<file path="config.mk">
export PLATFORM = sky130hd
export DESIGN_NAME = fft_frame_scheduler_flat
export DESIGN_NICKNAME = d
export VERILOG_FILES = /design/src/rtl/fft_frame_scheduler_if.sv /design/src/rtl/fft_frame_scheduler.sv /design/src/flat_wrapper.sv
export SDC_FILE = /design/constraint.sdc
export NUM_CORES = 1
export LEC_CHECK = 0
export BUFFER_PORTS_ARGS = -buffer_cell sky130_fd_sc_hd__buf_2
export CAP_MARGIN = 10
export CORE_AREA = 2 2 117 119
export CTS_BUF_LIST = sky130_fd_sc_hd__clkbuf_16
export DETAILED_ROUTE_END_ITERATION = 16
export DIE_AREA = 0 0 119 121
export PLACE_DENSITY_LB_ADDON = 0.2
export REMOVE_ABC_BUFFERS = 1
export SLEW_MARGIN = 20
export SYNTH_ARGS = -nofsm -noshare
export SYNTH_HDL_FRONTEND = slang
export SYNTH_SLANG_ARGS = --single-unit
</file>
<file path="constraint.sdc">
create_clock -name clk -period 6.1 [get_ports clk]
set_clock_uncertainty 0.2 [all_clocks]
set_input_delay 0.61 -clock clk [delete_from_list [all_inputs] [get_ports clk]]
set_output_delay 0.61 -clock clk [all_outputs]
set_load 0.005 [all_outputs]
</file>
<file path="src/rtl/fft_frame_scheduler_if.sv">
// Bundle of channel-side, FFT-core-side and downstream signals around fft_frame_scheduler.
// The master modport is the scheduler's view. The slave modport is the surrounding system's view.
interface fft_frame_scheduler_if #(
  parameter int NCH       = 4,
  parameter int DW        = 16,
  parameter int OW        = 20,
  parameter int TAG_DEPTH = 4
);
  localparam int CW = $clog2(NCH);
  localparam int IW = $clog2(TAG_DEPTH) + 1;

  logic [NCH-1:0]    req_valid;
  logic [NCH-1:0]    req_ready;
  logic [NCH*DW-1:0] req_real;
  logic [NCH*DW-1:0] req_imag;
  logic [NCH*4-1:0]  req_fftpts;
  logic [NCH-1:0]    req_inverse;

  logic              fft_sink_valid;
  logic              fft_sink_sop;
  logic              fft_sink_eop;
  logic              fft_sink_ready;
  logic [DW-1:0]     fft_sink_real;
  logic [DW-1:0]     fft_sink_imag;
  logic [1:0]        fft_sink_error;
  logic [3:0]        fft_fftpts_in;
  logic              fft_inverse;

  logic              fft_source_valid;
  logic              fft_source_sop;
  logic              fft_source_eop;
  logic [1:0]        fft_source_error;
  logic [OW-1:0]     fft_source_real;
  logic [OW-1:0]     fft_source_imag;
  logic              fft_source_ready;

  logic              out_valid;
  logic              out_sop;
  logic              out_eop;
  logic [1:0]        out_error;
  logic [OW-1:0]     out_real;
  logic [OW-1:0]     out_imag;
  logic [CW-1:0]     out_chan;
  logic              out_ready;

  logic              busy;
  logic [IW-1:0]     inflight;

  modport master (
    input  req_valid, req_real, req_imag, req_fftpts, req_inverse,
    output req_ready,
    output fft_sink_valid, fft_sink_sop, fft_sink_eop, fft_sink_real, fft_sink_imag,
    output fft_sink_error, fft_fftpts_in, fft_inverse,
    input  fft_sink_ready,
    input  fft_source_valid, fft_source_sop, fft_source_eop, fft_source_error,
    input  fft_source_real, fft_source_imag,
    output fft_source_ready,
    output out_valid, out_sop, out_eop, out_error, out_real, out_imag, out_chan,
    input  out_ready,
    output busy, inflight
  );

  modport slave (
    output req_valid, req_real, req_imag, req_fftpts, req_inverse,
    input  req_ready,
    input  fft_sink_valid, fft_sink_sop, fft_sink_eop, fft_sink_real, fft_sink_imag,
    input  fft_sink_error, fft_fftpts_in, fft_inverse,
    output fft_sink_ready,
    output fft_source_valid, fft_source_sop, fft_source_eop, fft_source_error,
    output fft_source_real, fft_source_imag,
    input  fft_source_ready,
    input  out_valid, out_sop, out_eop, out_error, out_real, out_imag, out_chan,
    output out_ready,
    input  busy, inflight
  );
endinterface

</file>
<file path="src/rtl/fft_frame_scheduler.sv">
// Round-robin scheduler that shares one variable-size streaming FFT core among NCH channels.
// It frames each granted channel's samples with sop/eop and tags the core's output frames with the originating channel.
module fft_frame_scheduler #(
  parameter int NCH       = 4,
  parameter int DW        = 16,
  parameter int OW        = 20,
  parameter int TAG_DEPTH = 4
) (
  input  logic                   clk,
  input  logic                   reset_n,
  fft_frame_scheduler_if.master  bus
);
  localparam int CW = $clog2(NCH);
  localparam int AW = $clog2(TAG_DEPTH);
  localparam int IW = AW + 1;

  typedef enum logic {IDLE, XFER} state_e;

  state_e        state_q, state_d;
  logic [CW-1:0] rr_ptr_q, g_q, grant_idx;
  logic [9:0]    cnt_q;
  logic [3:0]    pts_q, pts_sel, pts_clamped;
  logic          inv_q;
  logic [CW-1:0] tag_mem_q [TAG_DEPTH];
  logic [AW-1:0] wr_ptr_q, rd_ptr_q;
  logic [IW-1:0] inflight_q;
  logic          grant_found, grant, hs, last, pop;

  // Search for the first requester at or after rr_ptr, wrapping modulo NCH.
  // NOTE: every always_comb output gets a default first, so no path can leave a latch behind.
  always_comb begin
    grant_found = 1'b0;
    grant_idx   = '0;
    for (int i = 0; i < NCH; i++) begin
      if (!grant_found && bus.req_valid[(int'(rr_ptr_q) + i) % NCH]) begin
        grant_found = 1'b1;
        grant_idx   = CW'((int'(rr_ptr_q) + i) % NCH);
      end
    end
  end

  assign pts_sel     = bus.req_fftpts[grant_idx*4 +: 4];
  assign pts_clamped = (pts_sel < 4'd3) ? 4'd3 : (pts_sel > 4'd10) ? 4'd10 : pts_sel;

  // The full check uses occupancy before any same-cycle pop.
  assign grant = (state_q == IDLE) && grant_found && (inflight_q < IW'(TAG_DEPTH));
  assign hs    = (state_q == XFER) && bus.req_valid[g_q] && bus.fft_sink_ready;
  assign last  = (cnt_q == 10'((11'd1 << pts_q) - 11'd1));
  assign pop   = bus.fft_source_valid && bus.out_ready && bus.fft_source_eop && (inflight_q != '0);

  // NOTE: sequential state uses non-blocking assignments so every flop samples pre-edge values.
  always_ff @(posedge clk or negedge reset_n) begin
    if (!reset_n) state_q <= IDLE;
    else          state_q <= state_d;
  end

  always_comb begin
    state_d = state_q;
    case (state_q)
      IDLE:    if (grant)       state_d = XFER;
      XFER:    if (hs && last)  state_d = IDLE;
      default:                  state_d = IDLE;
    endcase
  end

  always_comb begin
    bus.req_ready      = '0;
    bus.fft_sink_valid = 1'b0;
    bus.fft_sink_sop   = 1'b0;
    bus.fft_sink_eop   = 1'b0;
    bus.fft_sink_real  = bus.req_real[g_q*DW +: DW];
    bus.fft_sink_imag  = bus.req_imag[g_q*DW +: DW];
    if (state_q == XFER) begin
      bus.fft_sink_valid = bus.req_valid[g_q];
      bus.req_ready[g_q] = bus.fft_sink_ready;
      bus.fft_sink_sop   = (cnt_q == '0);
      bus.fft_sink_eop   = last;
    end
  end

  always_ff @(posedge clk or negedge reset_n) begin
    if (!reset_n) begin
      rr_ptr_q <= '0;
      g_q      <= '0;
      cnt_q    <= '0;
      pts_q    <= '0;
      inv_q    <= 1'b0;
    end else if (grant) begin
      g_q   <= grant_idx;
      pts_q <= pts_clamped;
      inv_q <= bus.req_inverse[grant_idx];
      cnt_q <= '0;
    end else if (hs) begin
      if (last) begin
        cnt_q    <= '0;
        rr_ptr_q <= (g_q == CW'(NCH - 1)) ? '0 : g_q + CW'(1);
      end else begin
        cnt_q <= cnt_q + 10'd1;
      end
    end
  end

  always_ff @(posedge clk or negedge reset_n) begin
    if (!reset_n) begin
      wr_ptr_q   <= '0;
      rd_ptr_q   <= '0;
      inflight_q <= '0;
    end else begin
      if (grant) wr_ptr_q <= wr_ptr_q + AW'(1);
      if (pop)   rd_ptr_q <= rd_ptr_q + AW'(1);
      case ({grant, pop})
        2'b10:   inflight_q <= inflight_q + IW'(1);
        2'b01:   inflight_q <= inflight_q - IW'(1);
        default: inflight_q <= inflight_q;
      endcase
    end
  end

  // NOTE: tag storage has no reset; the pointers and occupancy alone define which entries are valid.
  always_ff @(posedge clk) begin
    if (grant) tag_mem_q[wr_ptr_q] <= grant_idx;
  end

  assign bus.fft_sink_error   = 2'b00;
  assign bus.fft_fftpts_in    = pts_q;
  assign bus.fft_inverse      = inv_q;
  assign bus.fft_source_ready = bus.out_ready;
  assign bus.out_valid        = bus.fft_source_valid;
  assign bus.out_sop          = bus.fft_source_sop;
  assign bus.out_eop          = bus.fft_source_eop;
  assign bus.out_error        = bus.fft_source_error;
  assign bus.out_real         = bus.fft_source_real;
  assign bus.out_imag         = bus.fft_source_imag;
  assign bus.out_chan         = (inflight_q == '0) ? '0 : tag_mem_q[rd_ptr_q];
  assign bus.busy             = (state_q == XFER);
  assign bus.inflight         = inflight_q;
endmodule

</file>
<file path="src/flat_wrapper.sv">
// flat-port wrapper written by rule: the top's interface ports become plain ports
module fft_frame_scheduler_flat 
#(
  parameter int NCH       = 4,
  parameter int DW        = 16,
  parameter int OW        = 20,
  parameter int TAG_DEPTH = 4
)
  (clk, reset_n, bus_req_valid, bus_req_real, bus_req_imag, bus_req_fftpts, bus_req_inverse, bus_req_ready, bus_fft_sink_valid, bus_fft_sink_sop, bus_fft_sink_eop, bus_fft_sink_real, bus_fft_sink_imag, bus_fft_sink_error, bus_fft_fftpts_in, bus_fft_inverse, bus_fft_sink_ready, bus_fft_source_valid, bus_fft_source_sop, bus_fft_source_eop, bus_fft_source_error, bus_fft_source_real, bus_fft_source_imag, bus_fft_source_ready, bus_out_valid, bus_out_sop, bus_out_eop, bus_out_error, bus_out_real, bus_out_imag, bus_out_chan, bus_out_ready, bus_busy, bus_inflight);
  fft_frame_scheduler_if #(.NCH(NCH), .DW(DW), .OW(OW), .TAG_DEPTH(TAG_DEPTH)) bus_i ();
  input  logic clk;
  input  logic reset_n;
  input wire logic [$bits(bus_i.req_valid)-1:0] bus_req_valid;
  input wire logic [$bits(bus_i.req_real)-1:0] bus_req_real;
  input wire logic [$bits(bus_i.req_imag)-1:0] bus_req_imag;
  input wire logic [$bits(bus_i.req_fftpts)-1:0] bus_req_fftpts;
  input wire logic [$bits(bus_i.req_inverse)-1:0] bus_req_inverse;
  output wire logic [$bits(bus_i.req_ready)-1:0] bus_req_ready;
  output wire logic [$bits(bus_i.fft_sink_valid)-1:0] bus_fft_sink_valid;
  output wire logic [$bits(bus_i.fft_sink_sop)-1:0] bus_fft_sink_sop;
  output wire logic [$bits(bus_i.fft_sink_eop)-1:0] bus_fft_sink_eop;
  output wire logic [$bits(bus_i.fft_sink_real)-1:0] bus_fft_sink_real;
  output wire logic [$bits(bus_i.fft_sink_imag)-1:0] bus_fft_sink_imag;
  output wire logic [$bits(bus_i.fft_sink_error)-1:0] bus_fft_sink_error;
  output wire logic [$bits(bus_i.fft_fftpts_in)-1:0] bus_fft_fftpts_in;
  output wire logic [$bits(bus_i.fft_inverse)-1:0] bus_fft_inverse;
  input wire logic [$bits(bus_i.fft_sink_ready)-1:0] bus_fft_sink_ready;
  input wire logic [$bits(bus_i.fft_source_valid)-1:0] bus_fft_source_valid;
  input wire logic [$bits(bus_i.fft_source_sop)-1:0] bus_fft_source_sop;
  input wire logic [$bits(bus_i.fft_source_eop)-1:0] bus_fft_source_eop;
  input wire logic [$bits(bus_i.fft_source_error)-1:0] bus_fft_source_error;
  input wire logic [$bits(bus_i.fft_source_real)-1:0] bus_fft_source_real;
  input wire logic [$bits(bus_i.fft_source_imag)-1:0] bus_fft_source_imag;
  output wire logic [$bits(bus_i.fft_source_ready)-1:0] bus_fft_source_ready;
  output wire logic [$bits(bus_i.out_valid)-1:0] bus_out_valid;
  output wire logic [$bits(bus_i.out_sop)-1:0] bus_out_sop;
  output wire logic [$bits(bus_i.out_eop)-1:0] bus_out_eop;
  output wire logic [$bits(bus_i.out_error)-1:0] bus_out_error;
  output wire logic [$bits(bus_i.out_real)-1:0] bus_out_real;
  output wire logic [$bits(bus_i.out_imag)-1:0] bus_out_imag;
  output wire logic [$bits(bus_i.out_chan)-1:0] bus_out_chan;
  input wire logic [$bits(bus_i.out_ready)-1:0] bus_out_ready;
  output wire logic [$bits(bus_i.busy)-1:0] bus_busy;
  output wire logic [$bits(bus_i.inflight)-1:0] bus_inflight;
  assign bus_i.req_valid = bus_req_valid;
  assign bus_i.req_real = bus_req_real;
  assign bus_i.req_imag = bus_req_imag;
  assign bus_i.req_fftpts = bus_req_fftpts;
  assign bus_i.req_inverse = bus_req_inverse;
  assign bus_req_ready = bus_i.req_ready;
  assign bus_fft_sink_valid = bus_i.fft_sink_valid;
  assign bus_fft_sink_sop = bus_i.fft_sink_sop;
  assign bus_fft_sink_eop = bus_i.fft_sink_eop;
  assign bus_fft_sink_real = bus_i.fft_sink_real;
  assign bus_fft_sink_imag = bus_i.fft_sink_imag;
  assign bus_fft_sink_error = bus_i.fft_sink_error;
  assign bus_fft_fftpts_in = bus_i.fft_fftpts_in;
  assign bus_fft_inverse = bus_i.fft_inverse;
  assign bus_i.fft_sink_ready = bus_fft_sink_ready;
  assign bus_i.fft_source_valid = bus_fft_source_valid;
  assign bus_i.fft_source_sop = bus_fft_source_sop;
  assign bus_i.fft_source_eop = bus_fft_source_eop;
  assign bus_i.fft_source_error = bus_fft_source_error;
  assign bus_i.fft_source_real = bus_fft_source_real;
  assign bus_i.fft_source_imag = bus_fft_source_imag;
  assign bus_fft_source_ready = bus_i.fft_source_ready;
  assign bus_out_valid = bus_i.out_valid;
  assign bus_out_sop = bus_i.out_sop;
  assign bus_out_eop = bus_i.out_eop;
  assign bus_out_error = bus_i.out_error;
  assign bus_out_real = bus_i.out_real;
  assign bus_out_imag = bus_i.out_imag;
  assign bus_out_chan = bus_i.out_chan;
  assign bus_i.out_ready = bus_out_ready;
  assign bus_busy = bus_i.busy;
  assign bus_inflight = bus_i.inflight;
  fft_frame_scheduler #(.NCH(NCH), .DW(DW), .OW(OW), .TAG_DEPTH(TAG_DEPTH)) u_core (.clk(clk), .reset_n(reset_n), .bus(bus_i));
endmodule
</file>
==> results.py, run 1 <==
metrics = {
    "outcome": {
        "status": "finished, final reports clean",
    },
    "drt": {
        "drtPass1Iterations": 4,
        "detail-route-antenna-nets": 0,
        "viasPerCell": 4.96,
        "drc": 0,
        "drtIter0Drc": 121,
        "wire_per_inst_um": 21.3,
        "wl_um": 14400,
        "vias": 3346,
    },
    "global_routing": {
        "grt.busiest_layer": "met2",
        "grt_pass1_vias": 3302,
        "grt_usage_pct": 19.6,
        "grt-ovfl-total": 0,
        "met2_usage_pct": 27.8,
        "grt_pass1_wl_um": 20600,
        "grt_max_degree": 37,
        "grt_util_met3_pct": 13.7,
        "grt_use_met1_pct": 24.3,
        "antenna_found_initial": 8,
    },
    "synth": {
        "yosys_most_used_dff": "dfrtp_1",
        "synth_area_leaders": "mux4_2 22%, dfrtp_1 19%, buf_4 10%",
        "syn_area_um2": 3550,
        "ys_types": 57,
        "synth_cells": 340,
        "ys.warnings.count": 0,
        "synth.largest_area_cell": "mux4_2",
        "ys_ff_latch": 35,
        "synth_top_cell_area_share_pct": 22.2,
        "synth-edff-count": 8,
        "synth_seq_area_share_pct": 25.8,
        "async_reset_ff_share_pct": 77.1,
        "avgSynthCellArea_um2": 10.4,
    },
    "placement": {
        "port_buffers": 210,
        "dpl.hpwl_um": 12300,
        "place_congestion": 0.824,
        "pre_cts_ws_ns": 2.20,
    },
    "critical_path": {
        "arrival_ns": 3.15,
        "worstReg2RegEnd": "u_core.rr_ptr_q[0]",
        "crit_path_end": "bus_fft_sink_eop",
        "cp_cell_sequence": "or4_1 -> ha_1 -> xnor2_1 -> xnor2_1 -> nor4_1 -> nand4b_1 -> nor4_1 -> buf_2",
        "crit_type": "reg -> out",
        "critPathMaxStageDelay_ns": 0.65,
        "end_kind": "primary output",
        "cp-startpoint": "u_core.bus.fft_fftpts_in[3]",
        "start_kind": "flip-flop",
        "cp.buffers_inverters": 1,
        "cp_num_cells": 8,
        "required_ns": 5.29,
        "cp_max_fo": 18,
        "cp_top_family": "simple AND/OR/NAND/NOR gates",
        "r2r_slack_ns": 2.17,
        "ff2ff_path_depth": 9,
        "crit_slowest_cell": "or4_1",
        "r2r-start": "u_core.bus.fft_fftpts_in[3]",
    },
    "sta": {
        "worst_pin_slew_ns": 0.832,
        "setup_ws_ns": 2.14,
        "period_needed_ns": 3.96,
        "fmax_mhz": 252,
        "setup_viol": 0,
        "fin_tns_setup_ns": 0,
        "fin_crit_sh_pct": 65.0,
        "relSlewSlack_pct": 44.4,
        "rsz0062_at_grt": "no",
        "drv_slew": 0,
        "final_hold_viol_count": 0,
    },
    "layout": {
        "multiInputGateArea_um2": 2120,
        "final_common_cell": "buf_2",
        "final_cell_mix": "210 x buf_2, 35 x mux4_2, 26 x dfrtp_1, 16 x inv_1, 16 x nor2_1",
        "drive_gt1_share_pct": 54.4,
        "syn_to_final_growth_pct": 28.2,
        "fillers": 1346,
        "ff_latch_area_um2": 917,
        "finish.utilization_pct": 34.7,
        "layout.nets": 706,
    },
    "cts": {
        "cts_tree": "yes",
        "post_cts.repair.setup_buffers": 0,
        "clk_path_buf_depth": 2,
        "cts_buffers": 5,
        "path_clk_slew_ns": 0.05,
        "cts-resized-gates": 0,
        "worstSkewPairLatency_ns": 0.28,
        "cts_root_buf": "clkbuf_16",
        "clock_sinks": 35,
        "htreeDepth": 2,
        "ctsHoldBuffers": 0,
    },
    "power_and_ir_drop": {
        "p_per_area_nw_per_um2": 336,
        "p_leak_nw": 2.10,
        "ir_worst_vdd_uv": 212,
        "p_seq_share_pct": 27.2,
        "switchingPower_uw": 614,
        "swShare_pct": 40.2,
        "p_clk_share_pct": 16.1,
        "p_int_uw": 913,
        "combPwrFrac_pct": 56.8,
    },
    "floorplan": {
        "core-area_um2": 13100,
        "fp.dieH_um": 121,
        "num_rows": 42,
        "die_area_um2": 14400,
        "die_width_um": 119,
        "start_util_pct": 27.1,
        "io_pins": 299,
    },
    "job": {
        "maxCapViolations": 0,
    },
    "hold_path": {
        "hold_path_class": "in -> async",
    },
}
worst register-to-register path, stage by stage, from the launching register on:
cell	delay (ns)
dfrtp_1	0.55
or4_1	0.65
ha_1	0.35
and2_1	0.23
o211ai_1	0.19
a211oi_1	0.15
or4b_1	0.52
or4b_4	0.52
nor2_4	0.12
mux2_1	0.34
synth_stat cells, types with 3 or more instances:
library cell  number
buf_4             49
nor4_1             6
dfrtp_1           27
edfxtp_1           8
nor2b_1            5
a21oi_1           10
and2_1             6
a22o_1             3
xor2_1             7
xnor2_1            9
nor2_1            16
o21ai_0           14
mux2i_1            9
buf_2              5
nand3_1           13
ha_1              12
nand2_1           14
clkbuf_1          10
and3_1             9
mux2_2             6
nor3_1             3
nand3b_1           3
nand2b_1           3
mux4_2            35
inv_1             15
buf_1              4
layout make-up:
cell class                 instances  area share [%]
timing repair buffer             213            23.6
tap                              176            4.84
inverter                          16            1.32
clock inverter                     3           0.358
clock buffer                       5            2.75
sequential                        35            20.2
multi-input combinational        221            46.7
antenna                            5           0.275
flip-flops by register name (all words and copies together) (netlist names):
register and cells:
u_core.cnt_q 10, u_core.tag_mem_q 8, u_core.bus.fft_fftpts_in 4, u_core.bus.inflight 3, u_core.g_q 2, u_core.rd_ptr_q 2, u_core.rr_ptr_q 2, u_core.wr_ptr_q 2
u_core.bus.busy 1, u_core.bus.fft_inverse 1
worst min path at each step:
stage / start / to / cells after the start
floorplan: reset_n / u_core.bus.busy / 0
global placement: u_core.bus.fft_inverse / u_core.bus.fft_inverse / 2
detailed placement: u_core.bus.fft_inverse / u_core.bus.fft_inverse / 2
CTS: reset_n / u_core.bus.busy / 1
global route: reset_n / u_core.cnt_q[7] / 1
finish: reset_n / u_core.cnt_q[7] / 1
stage by stage:
| step | hold WS (ns) | std cells | instance area (µm²) | power, mW |
|---|---|---|---|---|
| 2_1_floorplan | 0.114 | 272 | 3090 | 0.950 |
| 4_1_cts | 0.185 | 669 | 4530 | 1.55 |
| 3_3_place_gp | 0.286 | 661 | 4390 | 1.29 |
| 6_report | 0.165 | 674 | 4550 | 1.53 |
| 5_1_grt | 0.208 | 670 | 4540 | 1.66 |
| 3_5_place_dp | 0.295 | 661 | 4390 | 1.30 |
layer usage:
layer	vias up	share of wire (%)
met5	-	0.19
met3	13	16
met4	4	1.1
met1	1561	41
li1	1516	-
met2	252	41
power by group through the flow:
stage               Clock [mW]  Sequential (mW)  Combinational [mW]
floorplan                    0            0.443               0.508
global placement             0            0.416               0.875
CTS                      0.252            0.416               0.884
finish                   0.245            0.415               0.867
global route             0.264            0.431               0.962
detailed placement           0            0.419               0.882
logic make-up after synthesis:
group,share of synthesized area (%)
AOI/OAI and AO/OA,9.35
xor gates and xnor gates,3.95
adders and majority gates,4.80
buffers and inverters,14.6
DFF,25.8
muxes,27.3
other,0.106
and+or+nand+nor,14.1
No activity file was read; power rests on OpenSTA's default activity.
==> run 2, diff against run 1 <==
==> constraint.sdc (replaced) <==
create_clock -name clk -period 3.49 [get_ports clk]
set_clock_uncertainty 0.2 [all_clocks]
set_input_delay 0.349 -clock clk [delete_from_list [all_inputs] [get_ports clk]]
set_output_delay 0.349 -clock clk [all_outputs]
set_load 0.005 [all_outputs]
==> results.py, run 2 (synthesis gave the netlist of run 1 again) <==
metrics = {
    "sta": {
        "hold_slack_ns": 0.274,
        "drv_slew": 0,
        "final_hold_viol_count": 0,
        "fmax_mhz": 289,
        "period_needed_ns": 3.46,
        "rsz0062_at_grt": "yes",
        "setup_ws_ns": 0.0344,
        "fin_tns_setup_ns": 0,
        "relSlewSlack_pct": 48.2,
        "worst_pin_slew_ns": 0.777,
        "setup_viol": 0,
        "fin_crit_sh_pct": 99.0,
    },
    "critical_path": {
        "r2r_slack_ns": 0.03,
        "ff2ff_path_depth": 9,
        "start_kind": "flip-flop",
        "r2r-start": "u_core.bus.fft_fftpts_in[1]",
        "end_kind": "flip-flop",
        "arrival_ns": 3.42,
        "cp_max_fo": 3,
        "required_ns": 3.46,
        "worstReg2RegEnd": "u_core.rr_ptr_q[0]",
        "crit_type": "reg -> reg",
    },
    "cts": {
        "clk_path_buf_depth": 2,
        "clock_sinks": 35,
        "cts_buffers": 5,
        "cts_tree": "yes",
        "path_clk_slew_ns": 0.06,
        "cts_root_buf": "clkbuf_16",
        "htreeDepth": 2,
        "worstSkewPairLatency_ns": 0.28,
    },
    "placement": {
        "dpl.hpwl_um": 12500,
        "port_buffers": 210,
        "dpl_cell_area_um2": 4450,
        "pre_cts_ws_ns": -0.0236,
        "place_congestion": 0.842,
        "placedCellCount": 669,
    },
    "floorplan": {
        "fp.dieH_um": 121,
        "start_util_pct": 27.1,
        "die_area_um2": 14400,
        "num_rows": 42,
        "io_pins": 299,
        "core-area_um2": 13100,
        "die_width_um": 119,
    },
    "layout": {
        "drive_gt1_share_pct": 57.1,
        "multiInputGateArea_um2": 2170,
        "fin_cells": 682,
        "fillers": 1309,
        "final_common_cell": "buf_2",
        "final_cell_mix": "210 x buf_2, 35 x mux4_2, 26 x dfrtp_1, 15 x inv_1, 15 x nor2_1",
        "top_register": "u_core.cnt_q",
        "syn_to_final_growth_pct": 32.6,
        "finish.utilization_pct": 35.9,
        "ff_latch_area_um2": 917,
        "largest_reg_flops": 10,
        "layout.nets": 717,
        "finalInstanceArea_um2": 4700,
    },
    "drt": {
        "wl_um": 14700,
        "vias": 3420,
        "drtPass1Iterations": 4,
        "drtIter0Drc": 169,
        "drc": 0,
        "wire_per_inst_um": 21.5,
        "detail-route-antenna-nets": 0,
        "viasPerCell": 5.01,
    },
    "outcome": {
        "status": "finished, final reports clean",
    },
    "power_and_ir_drop": {
        "p_seq_share_pct": 22.8,
        "p_int_mw": 1.78,
        "switchingPower_mw": 1.14,
        "ir_worst_vdd_uv": 253,
        "p_clk_share_pct": 17.6,
        "power_mw": 2.91,
        "combPwrFrac_pct": 59.6,
        "swShare_pct": 39.0,
        "p_per_area_nw_per_um2": 619,
        "p_leak_nw": 2.17,
    },
    "hold_path": {
        "hold_path_class": "in -> reg",
        "hold_depth": 4,
        "hold_start": "bus_out_ready",
        "min_to": "u_core.rd_ptr_q[0]",
    },
    "job": {
        "maxCapViolations": 0,
    },
    "global_routing": {
        "grt-ovfl-total": 0,
        "antenna_found_initial": 3,
        "grt_usage_pct": 20.1,
        "grt_pass1_wl_um": 21200,
        "grt_pass1_vias": 3488,
        "grt_max_degree": 36,
    },
}
run 2: cell count changes in the layout (fill, tap and decap cells not counted), moves of 2 or more:
cell	previous run	this run
buf_4	3	12
mux2_1	2	0
mux2_4	0	2
diode_2	5	2
run 2: critical path, stage by stage, from the launching register on:
cell,delay [ns]
dfrtp_1,0.38
or4_4,0.57
ha_4,0.19
and2_4,0.15
o211ai_1,0.19
a211oi_2,0.11
or4b_1,0.48
or4b_4,0.58
nor2_4,0.17
mux2_4,0.31
run 2: timing repair:
| item | CTS | global route |
|---|---|---|
| setup buffers | 0 | 2 |
| hold buffers | 1 | 0 |
| endpoints found under the setup margin | 2 | 3 |
| hold endpoints to repair | 27 | 0 |
| gates resized for setup | 1 | 10 |
| pin swaps | 0 | 8 |
run 2: layout make-up:
cell class	count	area share, %
Sequential cell	35	19.5
Clock buffer	5	2.66
Multi-Input combinational cell	221	46.1
Inverter	16	1.28
Antenna cell	2	0.106
Clock inverter	3	0.931
Timing Repair Buffer	224	24.7
Tap cell	176	4.68
run 2: worst max-delay path by stage:
stage               slack (ns)                 end  cells past startpoint                   startpoint
floorplan                -0.18  u_core.rr_ptr_q[0]                      9  u_core.bus.fft_fftpts_in[3]
global placement          0.08  u_core.rr_ptr_q[0]                      9  u_core.bus.fft_fftpts_in[3]
detailed placement       -0.02  u_core.rr_ptr_q[0]                      9  u_core.bus.fft_fftpts_in[3]
CTS                      0.004  u_core.rr_ptr_q[0]                      9  u_core.bus.fft_fftpts_in[3]
global route             -0.07  u_core.rr_ptr_q[0]                      9  u_core.bus.fft_fftpts_in[1]
finish                    0.03  u_core.rr_ptr_q[0]                      9  u_core.bus.fft_fftpts_in[1]
run 2: power groups by stage:
stage | clock network [mW] | logic (mW) | registers, mW
after floorplan | 0 | 0.887 | 0.774
after global placement | 0 | 1.66 | 0.663
after detailed placement | 0 | 1.68 | 0.668
after CTS | 0.522 | 1.68 | 0.662
after global routing | 0.544 | 1.91 | 0.688
final | 0.512 | 1.74 | 0.664
run 2: routing by layer:
metal / wire length (µm) / GRT usage [%]
met5: 57 / 2.57
met1: 6130 / 25.7
met4: 107 / 3.13
met3: 2190 / 11.7
met2: 6210 / 29.7
==> run 3, diff against run 2 <==
--- a/config.mk
+++ b/config.mk
@@ -7,10 +7,10 @@
 export LEC_CHECK = 0
 export BUFFER_PORTS_ARGS = -buffer_cell sky130_fd_sc_hd__buf_2
 export CAP_MARGIN = 10
-export CORE_AREA = 2 2 117 119
+export CORE_AREA = 2 2 115 117
 export CTS_BUF_LIST = sky130_fd_sc_hd__clkbuf_16
 export DETAILED_ROUTE_END_ITERATION = 16
-export DIE_AREA = 0 0 119 121
+export DIE_AREA = 0 0 117 119
 export PLACE_DENSITY_LB_ADDON = 0.2
 export REMOVE_ABC_BUFFERS = 1
 export SLEW_MARGIN = 20
==> results.py, run 3 (synthesis gave the netlist of run 1 again) <==
metrics = {
    "outcome": {
        "status": "finished, final reports clean",
    },
    "cts": {
        "clk_path_buf_depth": 2,
        "post_cts.repair.setup_buffers": 0,
        "path_clk_slew_ns": 0.06,
        "cts_tree": "yes",
        "htreeDepth": 2,
        "cts_root_buf": "clkbuf_16",
        "clock_sinks": 35,
        "worstSkewPairLatency_ns": 0.28,
        "cts_buffers": 5,
    },
    "placement": {
        "dpl.hpwl_um": 13000,
        "port_buffers": 210,
        "place_congestion": 0.846,
        "dpl_cell_area_um2": 4450,
        "placedCellCount": 669,
        "pre_cts_ws_ns": -0.0104,
    },
    "global_routing": {
        "grt_max_degree": 36,
        "grt_pass1_vias": 3346,
        "grt_pass1_wl_um": 20800,
        "grt_usage_pct": 21.2,
        "grt-ovfl-total": 0,
        "antenna_found_initial": 0,
    },
    "floorplan": {
        "die_width_um": 117,
        "io_pins": 299,
        "core-area_um2": 12900,
        "fp.dieH_um": 119,
        "die_area_um2": 13900,
        "start_util_pct": 27.5,
        "num_rows": 42,
    },
    "critical_path": {
        "cp_top_family": "simple AND/OR/NAND/NOR gates",
        "end_kind": "flip-flop",
        "required_ns": 3.45,
        "crit_slowest_cell": "or4_4",
        "cp_max_fo": 5,
        "cp_cell_sequence": "or4_4 -> ha_4 -> and2_1 -> o211ai_1 -> a211oi_1 -> or4b_1 -> or4b_4 -> nor2_4 -> mux2_1",
        "arrival_ns": 3.34,
        "start_kind": "flip-flop",
        "crit_type": "reg -> reg",
        "critPathMaxStageDelay_ns": 0.56,
        "cp.buffers_inverters": 0,
    },
    "sta": {
        "fin_tns_setup_ns": 0,
        "rsz0062_at_grt": "yes",
        "worst_pin_slew_ns": 0.784,
        "fmax_mhz": 295,
        "setup_ws_ns": 0.102,
        "period_needed_ns": 3.39,
        "drv_slew": 0,
        "fin_crit_sh_pct": 97.1,
        "hold_slack_ns": 0.276,
        "setup_viol": 0,
        "final_hold_viol_count": 0,
        "relSlewSlack_pct": 47.5,
    },
    "layout": {
        "largest_reg_flops": 10,
        "finalInstanceArea_um2": 4620,
        "syn_to_final_growth_pct": 30.4,
        "finish.utilization_pct": 35.9,
        "fin_cells": 678,
        "layout.nets": 715,
        "top_register": "u_core.cnt_q",
        "diodes": 0,
        "drive_gt1_share_pct": 55.6,
        "final_common_cell": "buf_2",
        "final_cell_mix": "210 x buf_2, 35 x mux4_2, 25 x dfrtp_1, 17 x inv_1, 16 x nor2_1",
    },
    "hold_path": {
        "hold_path_class": "in -> reg",
    },
    "power_and_ir_drop": {
        "ir_worst_vdd_uv": 232,
        "power_mw": 2.84,
        "p_leak_nw": 2.14,
        "p_per_area_nw_per_um2": 615,
    },
    "drt": {
        "viasPerCell": 5.06,
        "wire_per_inst_um": 22.6,
        "wl_um": 15300,
        "drtPass1Iterations": 4,
        "drtIter0Drc": 152,
        "vias": 3431,
        "drc": 0,
        "detail-route-antenna-nets": 0,
    },
    "job": {
        "maxCapViolations": 0,
    },
}
run 3: layer usage:
metal	global-route usage, %	share of wire, %	vias to the layer above
met5	5.10	0.60	-
met2	30.5	41	280
met3	11.8	15	9
met1	28.0	43	1616
met4	3.01	0.64	2
li1	-	-	1524
run 3: timing repair:
action | in CTS | in global routing
resized for setup | 1 | 3
hold endpoints to repair | 27 | 0
setup endpoints to repair | 1 | 3
hold buffers | 1 | 0
run 3: final cells by class:
cell class                 instances  area, µm²
clock buffer                       5        125
clock inverter                     3       12.5
fill                            1312       8250
inverter                          16       60.1
multi-input combinational        221       2140
sequential                        35        918
tap                              176        220
timing repair buffer             222       1140
run 3: worst paths after layout:
path	endpoint	startpoint	cells past startpoint	slack, ns
min	u_core.rd_ptr_q[0]	bus_out_ready	4	0.28
max	u_core.rr_ptr_q[1]	u_core.bus.fft_fftpts_in[3]	9	0.10
min reg2reg	u_core.bus.fft_inverse	u_core.bus.fft_inverse	2	0.29
max reg2reg	u_core.rr_ptr_q[1]	u_core.bus.fft_fftpts_in[3]	9	0.10
min in group asynchronous	u_core.cnt_q[5]	reset_n	2	0.44
max in group asynchronous	u_core.g_q[1]	reset_n	2	2.17
run 3: where the power goes:
group | total (mW) | internal (mW) | switching, mW | leakage, nW
logic | 1.74 | 0.885 | 0.851 | 1.66
registers | 0.678 | 0.520 | 0.158 | 0.406
clock network | 0.430 | 0.258 | 0.172 | 0.0762
total | 2.84 | 1.66 | 1.18 | 2.14
run 3: worst reg2reg max path: stages, from the launching register on:
cell and delay [ns]:
dfrtp_1 0.37, or4_4 0.56, ha_4 0.20, and2_1 0.17, o211ai_1 0.17, a211oi_1 0.11, or4b_1 0.50, or4b_4 0.52
nor2_4 0.13, mux2_1 0.33
